## config.mk

```make
export PLATFORM = sky130hd
export DESIGN_NAME = itcm_arb_ctrl
export DESIGN_NICKNAME = d
export VERILOG_FILES = /design/src/rtl/itcm_arb_ctrl.sv
export SDC_FILE = /design/constraint.sdc
export NUM_CORES = 1
export LEC_CHECK = 0
export CORE_ASPECT_RATIO = 1.5
export CORE_MARGIN = 5
export CORE_UTILIZATION = 28
export DETAILED_ROUTE_END_ITERATION = 16
export GPL_TIMING_DRIVEN = 0
export HOLD_SLACK_MARGIN = 0.1
export PLACE_DENSITY_LB_ADDON = 0.15
export REMOVE_ABC_BUFFERS = 1
export SYNTH_ARGS = -nofsm -noshare
export SYNTH_HDL_FRONTEND = slang
export SYNTH_SLANG_ARGS = --single-unit
export TNS_END_PERCENT = 100
```

## constraint.sdc

```tcl
create_clock -name clk -period 1.8 [get_ports clk]
set_clock_uncertainty 0.1 [all_clocks]
set_input_delay 0.27 -clock clk [delete_from_list [all_inputs] [get_ports clk]]
set_output_delay 0.27 -clock clk [all_outputs]
set_load 0.1 [all_outputs]
```

## src/rtl/itcm_arb_ctrl.sv

```systemverilog
// itcm_arb_ctrl: arbitrates IFU (and optional LSU) commands onto a single-port ITCM RAM with in-order buffered responses
// Optional feature macro: ITCM_LSU_PORT_EN adds the LSU port and round-robin arbitration.
// Ports:
//   clk, rst_n                       core clock, asynchronous active-low reset
//   ifu_cmd_* / ifu_rsp_*            IFU command (valid/ready, read, addr, wmask, wdata) and response (valid/ready, rdata)
//   lsu_cmd_* / lsu_rsp_*            LSU port, same shape as IFU (ITCM_LSU_PORT_EN only)
//   ram_cs, ram_we, ram_addr,
//   ram_wem, ram_din, ram_dout       single-port synchronous RAM, one-cycle read latency
`ifndef ITCM_RAM_AW
`define ITCM_RAM_AW 12
`endif
`ifndef ITCM_RAM_DW
`define ITCM_RAM_DW 32
`endif
module itcm_arb_ctrl #(
   parameter int AW = `ITCM_RAM_AW,
   parameter int DW = `ITCM_RAM_DW,
   parameter int MW = DW/8
) (
   input  logic          clk,
   input  logic          rst_n,
   input  logic          ifu_cmd_valid,
   output logic          ifu_cmd_ready,
   input  logic          ifu_cmd_read,
   input  logic [AW-1:0] ifu_cmd_addr,
   input  logic [MW-1:0] ifu_cmd_wmask,
   input  logic [DW-1:0] ifu_cmd_wdata,
   output logic          ifu_rsp_valid,
   input  logic          ifu_rsp_ready,
   output logic [DW-1:0] ifu_rsp_rdata,
`ifdef ITCM_LSU_PORT_EN
   input  logic          lsu_cmd_valid,
   output logic          lsu_cmd_ready,
   input  logic          lsu_cmd_read,
   input  logic [AW-1:0] lsu_cmd_addr,
   input  logic [MW-1:0] lsu_cmd_wmask,
   input  logic [DW-1:0] lsu_cmd_wdata,
   output logic          lsu_rsp_valid,
   input  logic          lsu_rsp_ready,
   output logic [DW-1:0] lsu_rsp_rdata,
`endif
   output logic          ram_cs,
   output logic          ram_we,
   output logic [AW-1:0] ram_addr,
   output logic [MW-1:0] ram_wem,
   output logic [DW-1:0] ram_din,
   input  logic [DW-1:0] ram_dout
);
   logic          issue, credit, rsp_pop, head_vld, sel_rd;
   logic [AW-1:0] sel_addr;
   logic [MW-1:0] sel_wmask;
   logic [DW-1:0] sel_wdata, head_data;
   logic          s1_vld, s1_rd, wr_ptr, rd_ptr;
   logic [1:0]    fifo_cnt;
   logic [DW-1:0] fifo_data [2];

   assign head_vld  = fifo_cnt != 2'd0;
   assign head_data = fifo_data[rd_ptr];
   // Every access in s1 or the FIFO owns a slot; a pop this cycle frees one in time for the new issue.
   // Gated by rst_n so nothing reaches the RAM while reset is held.
   assign credit = rst_n & (({1'b0, fifo_cnt} + {2'b0, s1_vld}) < (3'd2 + {2'b0, rsp_pop}));

`ifdef ITCM_LSU_PORT_EN
   logic grant_lsu, last_grant, head_src, s1_src;
   logic fifo_src [2];
   // last_grant=1 means LSU was granted last, so the IFU wins the next contention
   assign grant_lsu     = lsu_cmd_valid & (~ifu_cmd_valid | ~last_grant);
   assign sel_rd        = grant_lsu ? lsu_cmd_read  : ifu_cmd_read;
   assign sel_addr      = grant_lsu ? lsu_cmd_addr  : ifu_cmd_addr;
   assign sel_wmask     = grant_lsu ? lsu_cmd_wmask : ifu_cmd_wmask;
   assign sel_wdata     = grant_lsu ? lsu_cmd_wdata : ifu_cmd_wdata;
   assign issue         = credit & (ifu_cmd_valid | lsu_cmd_valid);
   assign ifu_cmd_ready = credit & ifu_cmd_valid & ~grant_lsu;
   assign lsu_cmd_ready = credit & grant_lsu;
   assign head_src      = fifo_src[rd_ptr];
   assign ifu_rsp_valid = head_vld & ~head_src;
   assign lsu_rsp_valid = head_vld & head_src;
   assign lsu_rsp_rdata = lsu_rsp_valid ? head_data : '0;
   assign rsp_pop       = head_vld & (head_src ? lsu_rsp_ready : ifu_rsp_ready);
   always_ff @(posedge clk or negedge rst_n)
      if (!rst_n) begin
         last_grant  <= 1'b1;
         s1_src      <= 1'b0;
         fifo_src[0] <= 1'b0;
         fifo_src[1] <= 1'b0;
      end else begin
         if (issue) last_grant <= grant_lsu;
         s1_src <= grant_lsu;
         if (s1_vld) fifo_src[wr_ptr] <= s1_src;
      end
`else
   assign sel_rd        = ifu_cmd_read;
   assign sel_addr      = ifu_cmd_addr;
   assign sel_wmask     = ifu_cmd_wmask;
   assign sel_wdata     = ifu_cmd_wdata;
   assign issue         = credit & ifu_cmd_valid;
   assign ifu_cmd_ready = credit;
   assign ifu_rsp_valid = head_vld;
   assign rsp_pop       = head_vld & ifu_rsp_ready;
`endif

   assign ifu_rsp_rdata = ifu_rsp_valid ? head_data : '0;
   assign ram_cs        = issue;
   assign ram_we        = issue & ~sel_rd;
   assign ram_addr      = sel_addr;
   assign ram_wem       = (issue & ~sel_rd) ? sel_wmask : '0;
   assign ram_din       = sel_wdata;

   // s1 is always pushed the cycle after issue; the credit rule guarantees room.
   always_ff @(posedge clk or negedge rst_n)
      if (!rst_n) begin
         s1_vld       <= 1'b0;
         s1_rd        <= 1'b0;
         wr_ptr       <= 1'b0;
         rd_ptr       <= 1'b0;
         fifo_cnt     <= 2'd0;
         fifo_data[0] <= '0;
         fifo_data[1] <= '0;
      end else begin
         s1_vld <= issue;
         s1_rd  <= sel_rd;
         if (s1_vld) begin
            fifo_data[wr_ptr] <= s1_rd ? ram_dout : '0;
            wr_ptr            <= ~wr_ptr;
         end
         if (rsp_pop) rd_ptr <= ~rd_ptr;
         fifo_cnt <= fifo_cnt + {1'b0, s1_vld} - {1'b0, rsp_pop};
      end
endmodule

```

Yosys cells after proc, flatten, opt, wreduce, memory -nomap -nowiden. Cells that the tools add are included.

Bitwise operators: 9. Add/subtract/negate cells: 4. Reduce and logical (&&, ||, !) cells: 2. Muxes and demuxes: 9. Order comparisons: 4.

Operators with widths (number): 32-bit 2-to-1 mux (6); 64-bit bitwise mux (1); 32-bit demux with 1-bit select (1); 1-bit AND (4); 2-bit greater-or-equal comparator (second input constant) (2); 4-bit 2-to-1 mux (1); 1-bit NOT with 2-bit output (2); 2-bit by 1-bit adder with 3-bit output (1); 2-bit by 1-bit adder with 3-bit output (first input constant) (1); 3-bit less-than comparator (1); 1-bit NOT (3); 2-bit by 1-bit adder with 2-bit output (1); 2-bit by 1-bit less-than comparator with 1-bit output (second input constant) (1); 2-bit nonzero test (1); 2-bit by 1-bit subtractor with 2-bit output (1); 1-bit logical AND (1).

Input port bits: 85. Flip-flop bits (word level): 70. Output and inout port bits: 84.

Depth between registers and ports, before layout.
Depth in word-level cells: 8. Mapped depth: 7. Depth with buffers taken out: 7.

Least setup slack after synthesis. Ideal clock, no wire load.

Path kind: register to output. Start: reg s1_vld. End: out ram_we. Data required time: 1.430 ns. Setup slack: -1.107 ns. Data arrival time: 2.537 ns. Cell stages (with the launch flop): 5. Cell sequence: dfrtp_1 ha_1 ha_1 and4bb_2 nor2b_1.

Longest elaborated chain between the ends: 5.

RTL lines: from (decl) (line 53) `logic s1_vld, s1_rd, wr_ptr, rd_ptr;`; from (signal assigned) (line 120) `s1_vld <= issue;`; 2-bit by 1-bit adder with 3-bit output (line 61) `assign credit = rst_n & (({1'b0, fifo_cnt} + {2'b0, s1_vld}) < (3'd2 + {2'b0, rsp_pop}));`; 3-bit less-than comparator (line 61); 1-bit AND (line 61); 1-bit AND (line 96) `assign issue = credit & ifu_cmd_valid;`; 1-bit AND (line 104) `assign ram_we = issue & ~sel_rd;`; to (decl) (line 43) `output logic ram_we,`.

No other way between the ends.

Worst setup path after layout.
Start: reg fifo_cnt[0]. End: out ram_wem[2].

Longest elaborated chain between the ends: 8.

RTL lines: from (decl) (line 54) `logic [1:0] fifo_cnt;`; from (signal assigned) (line 127) `fifo_cnt <= fifo_cnt + {1'b0, s1_vld} - {1'b0, rsp_pop};`; 2-bit nonzero test (line 57) `assign head_vld = fifo_cnt != 2'd0;`; 1-bit AND (line 99) `assign rsp_pop = head_vld & ifu_rsp_ready;`; 2-bit by 1-bit adder with 3-bit output (line 61); 3-bit less-than comparator * (line 61); 1-bit AND * (line 61); 1-bit AND * (line 96); 1-bit AND * (line 106) `assign ram_wem = (issue & ~sel_rd) ? sel_wmask : '0;`; 4-bit 2-to-1 mux * (line 106); to (decl) (line 45) `output logic [MW-1:0] ram_wem,`.

Mark *: on every way between the ends. The rest lies on a longest branch, timed or not.

==> flow_metrics.env <==
export IMPL_insertion_delay_ps=330
export IMPL_synth_cell_type_count=22
export IMPL_ios=169
export IMPL_initial_utilization=0.286
export IMPL_ant_nets=0
export IMPL_synth_simple_area_share=0.156
export IMPL_synth_area_mm2=0.00372
export IMPL_maxCapViolCount=0
export IMPL_grt_pass1_vias=2760
export IMPL_arrival_ps=1810
export IMPL_dp_cells=566
export IMPL_synthXorXnorAreaFrac=0.00941
export IMPL_synthAdderAreaFrac=0.0134
export IMPL_final_nets=525
export IMPL_layoutNonFillerInstCount=600
export IMPL_place_congestion=0.684
export IMPL_end_kind="output port"
export IMPL_drt_first_pass_iters=4
export IMPL_ys_seq_elements=70
export IMPL_dpl_hpwl_um=7260
export IMPL_synth_avg_cell_area_um2=9.52
export IMPL_fillCellCount=1331
export IMPL_worst_pin_slew_ps=682
export IMPL_die_area_mm2=0.0158
export IMPL_slew_viol_final=0
export IMPL_grt_max_degree=65
export IMPL_hold_path_class="in2async"
export IMPL_dpl_instance_area_mm2=0.00429
export IMPL_p_per_area_mw_per_mm2=2230
export IMPL_setup_ws_ps=-384
export IMPL_overflow=0
export IMPL_cts_htree_levels=3
export IMPL_critPathLaunch="fifo_cnt[0]"
export IMPL_cts_path_max_buffers=2
export IMPL_status="finished with violations"
export IMPL_via_count=2670
export IMPL_cts_tree="done"
export IMPL_synth_top_family_by_area="simple AND/OR/NAND/NOR gates"
export IMPL_drtIter0Drc=46
export IMPL_track_usage=0.141
export IMPL_diodes=0
export IMPL_hold_violations=50
export IMPL_clock_sinks=70
export IMPL_grt_pass1_wl_um=16700
export IMPL_cts_clk_slew_worst_paths_ps=60
export IMPL_fmax_mhz=458
export IMPL_crit_path_start_kind="register"
export IMPL_violations="hold timing, setup timing"
export IMPL_ctsRootBufferMaster="clkbuf_16"
export IMPL_yosysSeqAreaShare=0.470
export IMPL_antenna_found_initial=0
export IMPL_port_buffers=80
export IMPL_path_class="reg2out"
export IMPL_r2r_start="fifo_cnt[0]"
export IMPL_wl_per_cell_um=18.5
export IMPL_critical_path_required_ps=1430
export IMPL_cts_buffers=9
export IMPL_coreArea_mm2=0.0130
export IMPL_wirelength_um=11100
export IMPL_vdd_ir_drop_max_v=0.000946
export IMPL_timing_hold_ws_ps=-315
export IMPL_areaGrowthSynthToFinish_pct=40.2
export IMPL_rows=51
export IMPL_setup_tns_ps=-8170
export IMPL_synthCells=391
export IMPL_final_layout_size_suffix_gt1_frac=0.336
export IMPL_die_w_um=104
export IMPL_p_leak_nw=2.37
export IMPL_final_area_mm2=0.00522
export IMPL_finalSetupViolations=41
export IMPL_dieHeight_um=151
export IMPL_viasPerCell=4.45
export IMPL_crit_path_max_fanout=5
export IMPL_ys_warn_count=0
export IMPL_synth_mux_area_frac=0.0860
export IMPL_post_place_ws_ps=-1180
export IMPL_relSlewSlack=0.545
export IMPL_synth_compound_area_frac=0.123
export IMPL_drc=0
export IMPL_post_route_period_util=1.21
export IMPL_r2r_slack_ps=-90
export IMPL_fin_crit_ps=2180
export IMPL_rsz0062_at_grt="yes"
power breakdown:
group          leakage, nW  switching (W)  internal [W]
Clock                0.154       0.000660       0.00124
Combinational         1.32        0.00469       0.00255
Sequential           0.903       0.000377       0.00214
Total                 2.37        0.00573       0.00594
what timing repair did:
item / CTS / global route
pin swaps: 9 / 14
gates cloned: 1 / 2
setup endpoints to repair: 104 / 41
resized for setup: 300 / 67
setup buffers: 11 / 7
hold endpoints to repair: 70 / 70
cell families (layout without fill, tap and decap cells):
logic type	Yosys count	in the layout
fa+ha+maj	4	4
compound gates	66	66
xor+xnor	4	4
buf+inv	71	120
mux	32	32
flops	70	70
simple gates	144	145
sequential cells by signal, summed over array words and instances, names as in the netlist:
signal and flops:
fifo_cnt 2, rd_ptr 1, wr_ptr 1, s1_vld 1, s1_rd 1, fifo_data 64
layout by cell type (no fill, tap or decap), types with 2 or more instances in the layout:
cell type | Yosys | final
clkinvlp_4 | 0 | 2
o21ai_0 | 32 | 32
inv_1 | 4 | 3
nor2_2 | 0 | 16
nand2_2 | 4 | 3
mux2i_1 | 32 | 31
nand2_1 | 98 | 98
buf_12 | 1 | 28
nor2_1 | 37 | 19
xnor2_1 | 3 | 3
clkbuf_16 | 0 | 11
clkdlybuf4s50_1 | 0 | 39
nor2_4 | 0 | 3
buf_6 | 9 | 25
dfrtp_2 | 0 | 4
buf_4 | 45 | 5
ha_4 | 0 | 2
clkinv_2 | 0 | 2
ha_1 | 4 | 2
o21ai_2 | 33 | 32
bufinv_16 | 0 | 2
dfrtp_1 | 70 | 65
final timing paths:
| path | end | cells after the start |
|---|---|---|
| setup / recovery | ram_wem[2] | 6 |
| hold / removal | fifo_data[15] | 1 |
| setup reg to reg | fifo_cnt[1] | 9 |
| hold reg to reg | fifo_data[50] | 2 |
| max in group asynchronous | s1_rd | 2 |
| min in group clk | s1_rd | 1 |
critical path, stage by stage (launching register included):
cell,delay [ps]
dfrtp_2,420
ha_4,170
ha_4,160
and4bb_2,330
nand2_1,60
nor2_1,110
buf_6,240
through the flow:
stage / total power, W / utilization
final: 0.0117 / 0.401
after global routing: 0.0122 / 0.401
after CTS: 0.0111 / 0.377
after detailed placement: 0.00836 / 0.329
after global placement: 0.00825 / 0.323
after floorplan: 0.00689 / -
layout make-up:
class	instances	area, um^2	area share
tap	159	199	0.0381
timing repair buffer	100	1350	0.258
clock buffer	10	239	0.0458
inverter	4	15.0	0.00288
clock inverter	6	85.1	0.0163
multi-input combinational	251	1570	0.301
sequential	70	1760	0.337
Yosys cell counts:
| cell | number | area (um^2) |
|---|---|---|
| inv_1 | 4 | 15.0 |
| dfrtp_1 | 70 | 1750 |
| nor3b_2 | 1 | 12.5 |
| nand2_1 | 98 | 368 |
| o21ai_2 | 33 | 289 |
| mux2i_1 | 32 | 320 |
| ha_1 | 4 | 50.1 |
| and4bb_2 | 1 | 12.5 |
| nor2b_1 | 1 | 6.26 |
| buf_4 | 45 | 338 |
| buf_12 | 1 | 20.0 |
| buf_2 | 9 | 45.0 |
| nand2_2 | 4 | 25.0 |
| nor2_1 | 37 | 139 |
| nor3_2 | 1 | 10.0 |
| xor2_1 | 1 | 8.76 |
| nand2b_1 | 1 | 6.26 |
| buf_6 | 9 | 101 |
| xnor2_1 | 3 | 26.3 |
| o21a_1 | 1 | 7.51 |
| o21ai_0 | 32 | 160 |
| clkbuf_1 | 3 | 11.3 |
per-layer routing:
metal	global-route usage	routed length (um)
met1	0.179	4580
met2	0.189	4910
met3	0.0925	1410
met4	0.0493	143
met5	0.0292	39
Power figures use the tool's default switching activity.
